File: config.mk
export PLATFORM = sky130hd
export DESIGN_NAME = pw_retrieve_wrapper_flat
export DESIGN_NICKNAME = d
export VERILOG_FILES = /design/src/rtl/pw_retrieve_wrapper_if.sv /design/src/rtl/pw_retrieve_wrapper.sv /design/src/flat_wrapper.sv
export SDC_FILE = /design/constraint.sdc
export NUM_CORES = 1
export LEC_CHECK = 0
export BUFFER_PORTS_ARGS = -buffer_cell sky130_fd_sc_hd__buf_2
export CAP_MARGIN = 20
export CORE_AREA = 2 2 407 409
export DETAILED_ROUTE_END_ITERATION = 6
export DIE_AREA = 0 0 409 411
export PLACE_DENSITY = 0.4
export RECOVER_POWER = 100
export SLEW_MARGIN = 15
export SYNTH_ARGS = -nofsm -noshare
export SYNTH_HDL_FRONTEND = slang
export SYNTH_SLANG_ARGS = --single-unit
export TNS_END_PERCENT = 1
File: constraint.sdc
create_clock -name clk -period 4.05 [get_ports clk]
set_input_delay 0.405 -clock clk [delete_from_list [all_inputs] [get_ports clk]]
set_output_delay 0.405 -clock clk [all_outputs]
set_load 0.01 [all_outputs]
File: src/rtl/pw_retrieve_wrapper_if.sv
// Bus bundle for pw_retrieve_wrapper: request/response, record-memory read port and decrypt-core handshake.
// master = requester/memory/core side, slave = the wrapper.
interface pw_retrieve_wrapper_if #(
  parameter int ADDR_W = 4,
  parameter int DATA_W = 128
);
  logic              go;
  logic [DATA_W-1:0] master_key;
  logic [DATA_W-1:0] account;
  logic [ADDR_W-1:0] max_address;
  logic              mem_rd;
  logic [ADDR_W-1:0] mem_addr;
  logic [DATA_W-1:0] mem_account;
  logic [DATA_W-1:0] mem_pw_enc;
  logic              dec_start;
  logic [DATA_W-1:0] dec_key;
  logic [DATA_W-1:0] dec_in;
  logic [DATA_W-1:0] dec_out;
  logic              dec_done;
  logic [DATA_W-1:0] password;
  logic              done;
  logic              found;
  logic              busy;
  logic              err;

  modport master (
    output go, master_key, account, max_address, mem_account, mem_pw_enc, dec_out, dec_done,
    input  mem_rd, mem_addr, dec_start, dec_key, dec_in, password, done, found, busy, err
  );
  modport slave (
    input  go, master_key, account, max_address, mem_account, mem_pw_enc, dec_out, dec_done,
    output mem_rd, mem_addr, dec_start, dec_key, dec_in, password, done, found, busy, err
  );
endinterface

File: src/rtl/pw_retrieve_wrapper.sv
// Password retrieve path: linear scan of the record memory, then hand-off to the AES-128 decrypt core.
// Optional decrypt watchdog enabled by defining RETRIEVE_TIMEOUT_EN.
module pw_retrieve_wrapper #(
  parameter int ADDR_W      = 4,
  parameter int DATA_W      = 128,
  parameter int TIMEOUT_CYC = 64
) (
  input logic                   clk,
  input logic                   rst,
  pw_retrieve_wrapper_if.slave  bus
);
  typedef enum logic [2:0] {IDLE, READ, CMP, DEC, WAIT, FIN} state_t;

  state_t            state, next;
  logic [ADDR_W-1:0] addr, max_q;
  logic [DATA_W-1:0] key_q, acc_q, ct_q, pw_q;
  logic              found_q, done_q, start_q;
  logic              hit, last, tmo, accept;

  assign accept = (state == IDLE) && bus.go;
  assign hit    = (bus.mem_account == acc_q);
  assign last   = (addr == max_q);

`ifdef RETRIEVE_TIMEOUT_EN
  localparam int TW = $clog2(TIMEOUT_CYC + 1);
  logic [TW-1:0] tcnt;
  logic          err_q;

  always_ff @(posedge clk or negedge rst) begin
    if (!rst) tcnt <= '0;
    else if (state == WAIT) tcnt <= tcnt + 1'b1;
    else tcnt <= '0;
  end

  // a late answer on the final counted cycle still wins over the watchdog
  assign tmo = (state == WAIT) && !bus.dec_done && (tcnt == TW'(TIMEOUT_CYC - 1));

  always_ff @(posedge clk or negedge rst) begin
    if (!rst) err_q <= 1'b0;
    else if (accept) err_q <= 1'b0;
    else if (tmo) err_q <= 1'b1;
  end
  assign bus.err = err_q;
`else
  assign tmo     = 1'b0;
  assign bus.err = 1'b0;
`endif

  always_ff @(posedge clk or negedge rst) begin
    if (!rst) state <= IDLE;
    else state <= next;
  end

  always_comb begin
    next = state;
    case (state)
      IDLE: if (bus.go) next = READ;
      READ: next = CMP;
      CMP:  if (hit) next = DEC;
            else if (last) next = FIN;
            else next = READ;
      DEC:  next = WAIT;
      WAIT: if (bus.dec_done || tmo) next = FIN;
      FIN:  next = IDLE;
      default: next = IDLE;
    endcase
  end

  always_ff @(posedge clk or negedge rst) begin
    if (!rst) begin
      addr    <= '0;
      max_q   <= '0;
      key_q   <= '0;
      acc_q   <= '0;
      ct_q    <= '0;
      pw_q    <= '0;
      found_q <= 1'b0;
      done_q  <= 1'b0;
      start_q <= 1'b0;
    end else begin
      // start/done are registered one cycle behind DEC/FIN
      start_q <= (state == DEC);
      done_q  <= (state == FIN);
      case (state)
        IDLE: if (bus.go) begin
          key_q   <= bus.master_key;
          acc_q   <= bus.account;
          max_q   <= bus.max_address;
          addr    <= '0;
          found_q <= 1'b0;
          pw_q    <= '0;
        end
        CMP: begin
          if (hit) ct_q <= bus.mem_pw_enc;
          else if (!last) addr <= addr + 1'b1;
          else begin
            found_q <= 1'b0;
            pw_q    <= '0;
          end
        end
        WAIT: begin
          if (bus.dec_done) begin
            pw_q    <= bus.dec_out;
            found_q <= 1'b1;
          end else if (tmo) begin
            found_q <= 1'b0;
            pw_q    <= '0;
          end
        end
        default: ;
      endcase
    end
  end

  assign bus.mem_rd    = (state == READ);
  assign bus.mem_addr  = (state == READ) ? addr : '0;
  assign bus.dec_start = start_q;
  assign bus.dec_key   = key_q;
  assign bus.dec_in    = ct_q;
  assign bus.password  = pw_q;
  assign bus.done      = done_q;
  assign bus.found     = found_q;
  assign bus.busy      = (state != IDLE);
endmodule

File: src/flat_wrapper.sv
// flat-port wrapper written by rule: the top's interface ports become plain ports
module pw_retrieve_wrapper_flat 
#(
  parameter int ADDR_W      = 4,
  parameter int DATA_W      = 128,
  parameter int TIMEOUT_CYC = 64
)
  (clk, rst, bus_go, bus_master_key, bus_account, bus_max_address, bus_mem_account, bus_mem_pw_enc, bus_dec_out, bus_dec_done, bus_mem_rd, bus_mem_addr, bus_dec_start, bus_dec_key, bus_dec_in, bus_password, bus_done, bus_found, bus_busy, bus_err);
  pw_retrieve_wrapper_if #(.ADDR_W(ADDR_W), .DATA_W(DATA_W)) bus_i ();
  input logic clk;
  input logic rst;
  input wire logic [$bits(bus_i.go)-1:0] bus_go;
  input wire logic [$bits(bus_i.master_key)-1:0] bus_master_key;
  input wire logic [$bits(bus_i.account)-1:0] bus_account;
  input wire logic [$bits(bus_i.max_address)-1:0] bus_max_address;
  input wire logic [$bits(bus_i.mem_account)-1:0] bus_mem_account;
  input wire logic [$bits(bus_i.mem_pw_enc)-1:0] bus_mem_pw_enc;
  input wire logic [$bits(bus_i.dec_out)-1:0] bus_dec_out;
  input wire logic [$bits(bus_i.dec_done)-1:0] bus_dec_done;
  output wire logic [$bits(bus_i.mem_rd)-1:0] bus_mem_rd;
  output wire logic [$bits(bus_i.mem_addr)-1:0] bus_mem_addr;
  output wire logic [$bits(bus_i.dec_start)-1:0] bus_dec_start;
  output wire logic [$bits(bus_i.dec_key)-1:0] bus_dec_key;
  output wire logic [$bits(bus_i.dec_in)-1:0] bus_dec_in;
  output wire logic [$bits(bus_i.password)-1:0] bus_password;
  output wire logic [$bits(bus_i.done)-1:0] bus_done;
  output wire logic [$bits(bus_i.found)-1:0] bus_found;
  output wire logic [$bits(bus_i.busy)-1:0] bus_busy;
  output wire logic [$bits(bus_i.err)-1:0] bus_err;
  assign bus_i.go = bus_go;
  assign bus_i.master_key = bus_master_key;
  assign bus_i.account = bus_account;
  assign bus_i.max_address = bus_max_address;
  assign bus_i.mem_account = bus_mem_account;
  assign bus_i.mem_pw_enc = bus_mem_pw_enc;
  assign bus_i.dec_out = bus_dec_out;
  assign bus_i.dec_done = bus_dec_done;
  assign bus_mem_rd = bus_i.mem_rd;
  assign bus_mem_addr = bus_i.mem_addr;
  assign bus_dec_start = bus_i.dec_start;
  assign bus_dec_key = bus_i.dec_key;
  assign bus_dec_in = bus_i.dec_in;
  assign bus_password = bus_i.password;
  assign bus_done = bus_i.done;
  assign bus_found = bus_i.found;
  assign bus_busy = bus_i.busy;
  assign bus_err = bus_i.err;
  pw_retrieve_wrapper #(.ADDR_W(ADDR_W), .DATA_W(DATA_W), .TIMEOUT_CYC(TIMEOUT_CYC)) u_core (.clk(clk), .rst(rst), .bus(bus_i));
endmodule
==> summary.txt, run 1 <==
Floorplanning
  • Die outline width: 409 microns
  • Num ports: between 1000 and 1500
  • Initial core utilization: 12.77%
  • # rows: 149
  • Die Ht: 411 microns
  • Full die area: 0.1681 sq mm
  • Core Box Area: 0.1639 sq mm

Synth
  • Commonest cells post-synth: nand2_1, dfrtp_1, xor2_1
  • Seq/Total Area, Yosys: a little over three fifths
  • Most frequent cell after synthesis: nand2_1
  • Average size of a mapped cell: 11.05 sq um
  • Cells after synthesis: 1894
  • YS warnings: 0
  • Post-synthesis register bit count: ~530
  • Mux contribution to synthesized area: ~6.9%
  • Synth Area in Simple Gates: around 16%
  • Asr flop ratio synth: 100.0%
  • Synthesized net count: 2543
  • EDFF count, synth: 0
  • Yosys top cell area share: 62.88%
  • Main combinational cell family by area after synthesis: simple AND/OR/NAND/NOR gates
  • Dominant cells by area after synthesis: dfrtp_1, nand2_1, mux2_1
  • Xor-xnor portion of the synthesized cell area: ~5.5%
  • Synth Flop Type: dfrtp_1
  • Synth Area in Compound Gates: under 10%
  • Area leader, netlist: dfrtp_1
  • Mapped cell area: 0.02093 sq mm
  • Yosys cell types: 33
  • Post-Synth Adder-Cell Area: 0.05978%

Clocking
  • CTS tree: built
  • Clock transition at path regs: approximately 0.060 ns
  • Skew-Pair Late Insertion Delay: around 0.65 ns
  • Clock Path Buffers: 3
  • Number of CTS-inserted buffers: 69
  • H-Tree Depth: 3
  • Root buf cell: clkbuf_16
  • Clock sink count: 526

Critical path
  • Critical path endpoint: u_core.bus.password[125]$_DFFE_PN0P_
  • Critical path launch point type: flop
  • CP endpoint kind: flop
  • Max FO, Critical Path: 10
  • CP arrival: 4.24 ns
  • Worst setup startpoint: u_core.acc_q[48]$_DFFE_PN0P_
  • Worst r2r path cells: 11
  • FF-to-FF Start: u_core.acc_q[48]$_DFFE_PN0P_
  • R2r endpoint: u_core.bus.password[125]$_DFFE_PN0P_
  • Critical Path RT: ~4.6 ns
  • Kind of critical path: flop to flop
  • Reg2reg setup slack: 0.37 ns

Power
  • Worst IR Drop VDD: 0.0002703 V
  • Total Power: 21.05 mW
  • Cell Pwr Density: 586.5 mW/mm^2
  • Leak: 17.84 nW

Global routing
  • First-pass GRT wire length: 150.5 mm
  • Initial antenna violation count: around 40
  • Largest net degree at the start of global routing: 149
  • Met2 usage: approximately 22%
  • Vias in the first global route: approximately 21000
  • Met3 Use GR: under 10%
  • GRT Util Overall: 12.27%
  • Grt total ovfl: 0
  • Met1 Usage GRT: 14.42%
  • Most Crowded Layer GR: met2

Timing
  • Final Max Slew Viols: 159
  • Period utilization: 90.82%
  • F_max: 271.9 MHz
  • Setup repair after global routing missed its margin: no
  • Worst Max-Slew Pin Slew: 3.021 ns
  • Clock skew: 0.04146 ns
  • Worst slew margin: -101.4%
  • Post-route worst setup slack: about 0.37 ns
  • Final setup vio count: 0
  • Setup TNS: 0 ns
  • Hold_ws: around 0.053 ns
  • Final min period: ~3.7 ns
  • Hold Fails Final Rpt: 0

Placed design
  • DP Cell Count: about 5000
  • DP Wirelength: approximately 84 mm
  • Placed inst area: 0.02915 sq mm
  • Port Buffers: 1040
  • Placement Setup Slack: between 0.2 and 0.3 ns
  • Routability Congestion: 0.8320

Layout
  • Area grow syn2layout: 71.48%
  • Layout Nets: ~4100
  • Design area: roughly 0.036 sq mm
  • Layout cells sized above 1: a little under a quarter
  • Non-filler cells, final: 5723
  • Fillers: about 18000
  • Fin util: 21.90%

Run status
  • Violated checks: capacitance limit, slew limit
  • Status: finished, violations left

Drt
  • Final wirelength: around 110 mm
  • Initial drt markers: 1137
  • Vias: approximately 20000
  • Via-to-Cell Ratio: 3.484
  • Detail Route Antenna Nets: 0
  • # DRC: 0
  • Wirelength per Cell: 18.74 microns
  • First-pass DRT Iterations: 5

Min path
  • Min-delay src: bus_max_address[3]
  • Hold Crit Class: primary input to flop

Run
  • Max-Cap Viols: 2
-- cell type report --
class | count | area (sq um) | area share (%)
sequential | 526 | 13160 | 36.67
timing repair buffer | 1610 | 10440 | 29.09
multi-input combinational | 1263 | 7277 | 20.27
tap | 2189 | 2739 | 7.631
clock buffer | 97 | 1984 | 5.529
clock inverter | 23 | 247.7 | 0.6902
antenna | 13 | 32.53 | 0.09063
inverter | 2 | 7.507 | 0.02092
-- worst min path at each step --
stage,endpoint,slack [ns],cells past startpoint
4_1_cts,u_core.bus.dec_in[65]$_DFFE_PN0P_,0.003,2
6_report,u_core.max_q[3]$_DFFE_PN0P_,0.05,3
5_1_grt,u_core.bus.dec_in[65]$_DFFE_PN0P_,0.02,2
3_5_place_dp,u_core.bus.dec_key[102]$_DFFE_PN0P_,0.46,2
2_1_floorplan,u_core.acc_q[0]$_DFFE_PN0P_,0.11,0
3_3_place_gp,u_core.bus.dec_key[113]$_DFFE_PN0P_,0.45,2
-- cell usage in the layout (no fill, tap or decap), types with 3 or more instances in the layout --
master	count
buf_2	647
xor2_1	132
clkbuf_8	11
nor2_1	7
a21oi_1	3
bufinv_16	3
clkbuf_16	71
clkinvlp_4	5
diode_2	13
buf_4	21
clkbuf_2	8
mux2_1	128
o21ai_1	3
a22o_1	128
dlygate4sd3_1	507
and3_1	5
o21ai_0	3
a31oi_1	3
nor3_1	5
dfrtp_1	526
clkinv_2	10
nand2b_1	3
nor4_1	32
nand2_1	787
nand4_1	8
clkbuf_1	421
buf_12	20
-- logic make-up after synthesis --
| logic type | after synthesis |
|---|---|
| simple gates | 857 |
| flops | 526 |
| compound gates | 143 |
| xor+xnor | 132 |
| mux | 129 |
| buf+inv | 105 |
| fa+ha+maj | 1 |
| other cells | 1 |
-- worst max-delay path: stages (launching register included) --
cell	delay [ns]
dfrtp_1	0.38
xor2_1	0.27
nor4_2	0.67
clkbuf_1	0.26
nand4_1	0.25
nor4_4	0.48
nand2_1	0.24
buf_4	0.25
o221ai_4	0.20
buf_12	0.19
clkbuf_2	0.25
a22o_1	0.16
-- state kept, by name, indices dropped and copies added, names as in the netlist --
name / count
u_core.max_q: 4
u_core.bus.dec_key: 128
u_core.state: 3
u_core.bus.dec_start: 1
u_core.bus.dec_in: 128
u_core.addr: 4
u_core.bus.found: 1
u_core.bus.done: 1
u_core.acc_q: 128
u_core.bus.password: 128
-- report_power, final --
part           total [mW]  internal [mW]  leakage (nW)  switching, mW
clock                6.14           3.62          1.09           2.52
combinational        6.65           2.58          9.86           4.07
sequential           8.26           7.03          6.90           1.23
total                21.1           13.2          17.8           7.82
-- routing by layer --
metal,routed length (microns),vias up
met2,54740,700
li1,-,9401
met3,6526,151
met5,42,-
met1,43730,9678
met4,2190,8
-- what timing repair did --
item                                   CTS  global route
endpoints found under the hold margin  589             0
setup buffers                            0             0
hold buffers                           507             0
resized for setup                        0             0
Power figures use the tool's default switching activity.
==> inputs of run 2 (changes only) <==
PLACE_DENSITY = 0.41   (was 0.4)
RECOVER_POWER = 25   (was 100)
clock period = 3.17 ns   (was 4.05 ns; I/O delays follow)
==> run 2 against run 1 <==
The flow finishes with violations (capacitance limit, slew limit, setup timing). Maximum frequency is 10% higher. Global-route usage grew 0.060 points. Clock power rose by 28%. First-iteration DRC count shrank 1.6%. Clock-buffer cell count up 11. Routed wire length about the same. Hold slack better by 0.0073 ns. Clock skew decreased by 0.018 ns. Flip-flop and latch count did not move. Register-to-register slack got worse by 0.54 ns. Die area stayed put.
==> summary.txt, run 2 (synthesized netlist as in run 1, its figures left out) <==
Critical path
  • FF-to-FF Start: u_core.acc_q[25]$_DFFE_PN0P_
  • CP arrival: ~3.9 ns
  • Worst r2r path cells: 13
  • Reg2reg setup slack: -0.17 ns
  • R2r endpoint: u_core.bus.dec_in[52]$_DFFE_PN0P_
  • Kind of critical path: flop to flop
  • CP endpoint kind: flop
  • Max FO, Critical Path: 7
  • Critical path launch point type: flop
  • Critical Path RT: 3.71 ns

Floorplanning
  • Die Ht: 411 microns
  • # rows: between 100 and 150
  • Full die area: roughly 0.17 sq mm
  • Initial core utilization: 12.77%
  • Die outline width: ~400 microns
  • Core Box Area: 0.1639 sq mm
  • Num ports: between 1000 and 1500

Timing
  • Worst slew margin: -13.21%
  • Post-route worst setup slack: -0.1675 ns
  • F_max: 299.6 MHz
  • Period utilization: 105.3%
  • Worst Max-Slew Pin Slew: 1.698 ns
  • Clock skew: between 0.02 and 0.025 ns
  • Final min period: 3.337 ns
  • Setup repair after global routing missed its margin: yes
  • Hold Fails Final Rpt: 0
  • Final setup vio count: 173
  • Final Max Slew Viols: 49

Clocking
  • H-Tree Depth: 3
  • Clock Path Buffers: 3
  • Clock transition at path regs: roughly 0.05 ns
  • CTS tree: built
  • Clock sink count: 526
  • Skew-Pair Late Insertion Delay: 0.66 ns
  • Number of CTS-inserted buffers: 70
  • Root buf cell: clkbuf_16

Global routing
  • GRT Util Overall: around an eighth
  • Largest net degree at the start of global routing: 121
  • Vias in the first global route: between 20000 and 25000
  • Grt total ovfl: 0
  • Initial antenna violation count: 25
  • First-pass GRT wire length: ~150 mm

Min path
  • Hold Crit Class: primary input to flop
  • WHS Path Cells: 3
  • Hold worst-path end: u_core.acc_q[7]$_DFFE_PN0P_
  • Min-delay src: bus_account[7]

Drt
  • First-pass DRT Iterations: 4
  • Vias: 20042
  • Final wirelength: around 110 mm
  • Detail Route Antenna Nets: 0
  • Wirelength per Cell: between 15 and 20 microns
  • # DRC: 0
  • Initial drt markers: 1119
  • Via-to-Cell Ratio: ~3.5

Layout
  • Multi-input gate area: 0.007669 sq mm
  • Fillers: 17884
  • Most frequent cells in the layout: buf_2, nand2_1, dfrtp_1
  • Area grow syn2layout: 78.94%
  • Layout cells sized above 1: between 30% and 40%
  • Register area: 0.01316 sq mm
  • Non-filler cells, final: 5769
  • Commonest non-fill, non-tap cell in the layout: buf_2
  • Layout Nets: ~4200
  • Design area: 0.03745 sq mm
  • Fin util: 22.86%

Placed design
  • Routability Congestion: between 0.8 and 0.9
  • Port Buffers: 1040
  • Placed inst area: roughly 0.029 sq mm
  • DP Cell Count: 5110
  • DP Wirelength: 83.77 mm

Run status
  • Status: finished, violations left
  • Violated checks: capacitance limit, slew limit, setup timing

Power
  • Leak: 19.73 nW
  • Worst IR Drop VDD: 0.0003940 V
  • Total Power: 27.52 mW
  • Cell Pwr Density: between 700 and 800 mW/mm^2

Run
  • Max-Cap Viols: 1
## run 2: changes by cell type in the layout (fill, tap and decap cells not counted), sizes merged
cell / before / now
diode: 13 / 9
inv: 4 / 3
clkbuf: 512 / 121
bufinv: 3 / 1
buf: 688 / 1129
clkinv: 13 / 11
dlygate4sd3: 507 / 515
clkinvlp: 5 / 2
## run 2: how the worst max path moves through the flow
stage	startpoint	endpoint	slack (ns)	cells past startpoint
finish	u_core.acc_q[25]$_DFFE_PN0P_	u_core.bus.dec_in[52]$_DFFE_PN0P_	-0.17	13
global route	u_core.acc_q[62]$_DFFE_PN0P_	u_core.bus.dec_in[50]$_DFFE_PN0P_	-0.32	13
CTS	u_core.acc_q[75]$_DFFE_PN0P_	u_core.bus.dec_in[62]$_DFFE_PN0P_	-0.33	13
detailed placement	bus_mem_account[25]	u_core.bus.dec_in[14]$_DFFE_PN0P_	-0.93	11
global placement	bus_mem_account[19]	u_core.bus.dec_in[72]$_DFFE_PN0P_	-1.32	11
floorplan	u_core.acc_q[19]$_DFFE_PN0P_	u_core.bus.dec_in[118]$_DFFE_PN0P_	0.80	9
## run 2: per-stage QoR
stage                     setup WS [ns]  hold slack [ns]  TNS, ns
after CTS                       -0.3261         0.001924   -48.09
after global placement           -1.317           0.3368  -310.95
after global routing            -0.3216          0.02772   -55.11
after floorplan                  0.8039          0.02141        0
after detailed placement        -0.9272           0.3372  -209.20
final                           -0.1675          0.06027   -13.50
## run 2: metal layers
metal	global-route usage, %	part of all wire (%)
met1	14.85	42
met2	21.40	50
met3	2.990	6.0
met4	4.097	2.4
met5	0	0.0075
## run 2: repair_timing
action	4_1_cts	5_1_grt
cloned	3	1
hold buffers	515	0
pin swaps	6	7
gates resized for setup	62	53
endpoints found under the setup margin	263	258
buffers inserted	8	1
endpoints found under the hold margin	550	0
## run 2: layout make-up
type	instances	share of cell area (%)
multi-input cells	1263	20.47
clock inverters	15	0.4977
flip-flops and latches	526	35.14
repair buffers	1657	30.92
clock buffers	108	5.572
well taps	2189	7.313
diodes	9	0.06013
inverters	2	0.02004
## run 2: worst max-delay path, cell delays in order (launching register included)
cell       delay (ns)
dfrtp_1          0.40
xor2_2           0.16
nor4_4           0.35
buf_4            0.18
nand4_1          0.48
nor4_4           0.34
buf_6            0.18
nand2_8          0.07
nor2_4           0.11
buf_12           0.13
buf_16           0.13
buf_16           0.16
clkbuf_16        0.18
mux2_4           0.30
## run 2: where the power goes
group	switching (mW)	internal (mW)	total (mW)	leakage, nW
Sequential	1.60	8.98	10.6	6.90
Combinational	5.18	3.91	9.09	11.7
Clock	3.22	4.64	7.86	1.10
==> inputs of run 3 (changes only) <==
PLACE_DENSITY = default   (was 0.41)
PLACE_DENSITY_LB_ADDON = 0.2   (was default)
==> run 3 against run 2 <==
Combinational power grew 2.4%. Critical path type unchanged. Via count shrank 0.25%. The run ends with capacitance limit, slew limit left. Largest power group unchanged. Highest routed layer unchanged. Register-to-register slack improved by 0.26 ns.
==> summary.txt, run 3 (synthesized netlist as in run 1, its figures left out) <==
Run status
  • Status: finished, violations left
  • Violated checks: capacitance limit, slew limit

Layout
  • Layout cells sized above 1: 37.08%
  • Area grow syn2layout: 79.12%
  • Fillers: roughly 18000
  • Layout Nets: 4177
  • Commonest non-fill, non-tap cell in the layout: buf_2
  • Design area: 0.03749 sq mm
  • Most frequent cells in the layout: buf_2, nand2_1, dfrtp_1

Clocking
  • Clock sink count: 526
  • CTS tree: built
  • Root buf cell: clkbuf_16
  • Clock Path Buffers: 3
  • Clock transition at path regs: 0.06 ns
  • Skew-Pair Late Insertion Delay: about 0.67 ns
  • Number of CTS-inserted buffers: 71
  • H-Tree Depth: 3

Placed design
  • Routability Congestion: slightly below 0.8
  • Placed inst area: just under 0.03 sq mm
  • DP Wirelength: ~84 mm
  • Port Buffers: ~1000

Timing
  • Worst Max-Slew Pin Slew: 2.796 ns
  • F_max: 325.1 MHz
  • Hold_ws: 0.1023 ns
  • Worst slew margin: -86.42%
  • Setup repair after global routing missed its margin: yes
  • Hold Fails Final Rpt: 0
  • Clock skew: 0.04603 ns
  • Final min period: 3.076 ns
  • Setup TNS: 0 ns
  • Final setup vio count: 0
  • Period utilization: between 90% and 100%
  • Final Max Slew Viols: 63

Critical path
  • Critical path launch point type: flop
  • CP endpoint kind: flop
  • Max FO, Critical Path: 8
  • Critical Path RT: 3.70 ns
  • Kind of critical path: flop to flop
  • Worst setup startpoint: u_core.acc_q[29]$_DFFE_PN0P_
  • CP arrival: 3.61 ns
  • FF-to-FF Start: u_core.acc_q[29]$_DFFE_PN0P_

Drt
  • Detail Route Antenna Nets: 0
  • First-pass DRT Iterations: 5
  • Vias: 19992
  • Initial drt markers: 936
  • Wirelength per Cell: 19.02 microns
  • Via-to-Cell Ratio: roughly 3.5
  • # DRC: 0
  • Final wirelength: 109.8 mm

Min path
  • Min-delay src: bus_dec_done
  • Hold Crit Class: primary input to flop

Global routing
  • GRT Util Overall: around 13%
  • Initial antenna violation count: 19
  • First-pass GRT wire length: 154.7 mm
  • Grt total ovfl: 0
  • Largest net degree at the start of global routing: 97
  • Vias in the first global route: 21549

Run
  • Max-Cap Viols: 1

Power
  • Cell Pwr Density: 745.6 mW/mm^2
  • Worst IR Drop VDD: 0.0003688 V
  • Leak: 19.79 nW
  • Total Power: 27.96 mW

Floorplanning
  • Num ports: ~1000
  • Full die area: around 0.17 sq mm
  • Initial core utilization: 12.77%
  • # rows: 149
  • Core Box Area: roughly 0.16 sq mm
  • Die Ht: 411 microns
  • Die outline width: around 410 microns
## run 3: final timing paths
kind | cells after the start | endpoint | slack, ns
hold / removal | 3 | u_core.state[0]$_DFFE_PN0P_ | 0.10
setup reg to reg | 14 | u_core.bus.dec_in[55]$_DFFE_PN0P_ | 0.09
setup / recovery | 14 | u_core.bus.dec_in[55]$_DFFE_PN0P_ | 0.09
min in group asynchronous | 2 | u_core.bus.dec_key[109]$_DFFE_PN0P_ | 1.02
max in group asynchronous | 2 | u_core.bus.dec_in[20]$_DFFE_PN0P_ | 0.36
hold reg to reg | 2 | u_core.bus.dec_key[40]$_DFFE_PN0P_ | 0.46
## run 3: final cells by class
| cell class | count | area [sq um] | share of cell area, % |
|---|---|---|---|
| antenna | 11 | 27.53 | 0.07342 |
| clock buffer | 101 | 2031 | 5.416 |
| clock inverter | 17 | 264.0 | 0.7042 |
| inverter | 2 | 7.507 | 0.02002 |
| multi-input combinational | 1263 | 7619 | 20.32 |
| sequential | 526 | 13160 | 35.11 |
| tap | 2189 | 2739 | 7.305 |
| timing repair buffer | 1664 | 11640 | 31.05 |
## run 3: worst max-delay path, stage by stage (launching register included)
cell     delay [ns]
dfrtp_1        0.41
xor2_2         0.17
nor4_4         0.49
buf_4          0.22
nand4_1        0.13
buf_4          0.20
nor4_4         0.13
buf_4          0.17
nand2_4        0.06
nor2_4         0.09
buf_12         0.16
buf_16         0.20
buf_6          0.13
buf_6          0.10
mux2_4         0.29
## run 3: layer usage
layer	vias up	wire length, microns	track usage, %
met4	6	2536	4.065
met1	9715	46430	15.61
met2	656	54770	21.86
li1	9496	-	-
met5	-	41	0
met3	119	6002	2.760
## run 3: metrics by stage
stage	setup WS (ns)	instances	util, %
after floorplan	0.8039	1894	-
after global placement	-0.6020	5118	17.96
after detailed placement	-0.6326	5118	17.96
after CTS	0.00006839	5761	22.69
after global routing	-0.07624	5771	22.88
final	0.09423	5773	22.88
## run 3: power by group
| part | internal (mW) | switching [mW] |
|---|---|---|
| registers | 8.98 | 1.57 |
| logic | 3.92 | 5.39 |
| clock network | 4.79 | 3.31 |
| total | 17.7 | 10.3 |
## run 3: what timing repair did
action	4_1_cts	5_1_grt
cloned	3	0
setup endpoints to repair	262	148
hold buffers	517	0
endpoints found under the hold margin	561	0
setup buffers	5	1
pin swaps	5	7
gates resized for setup	29	78
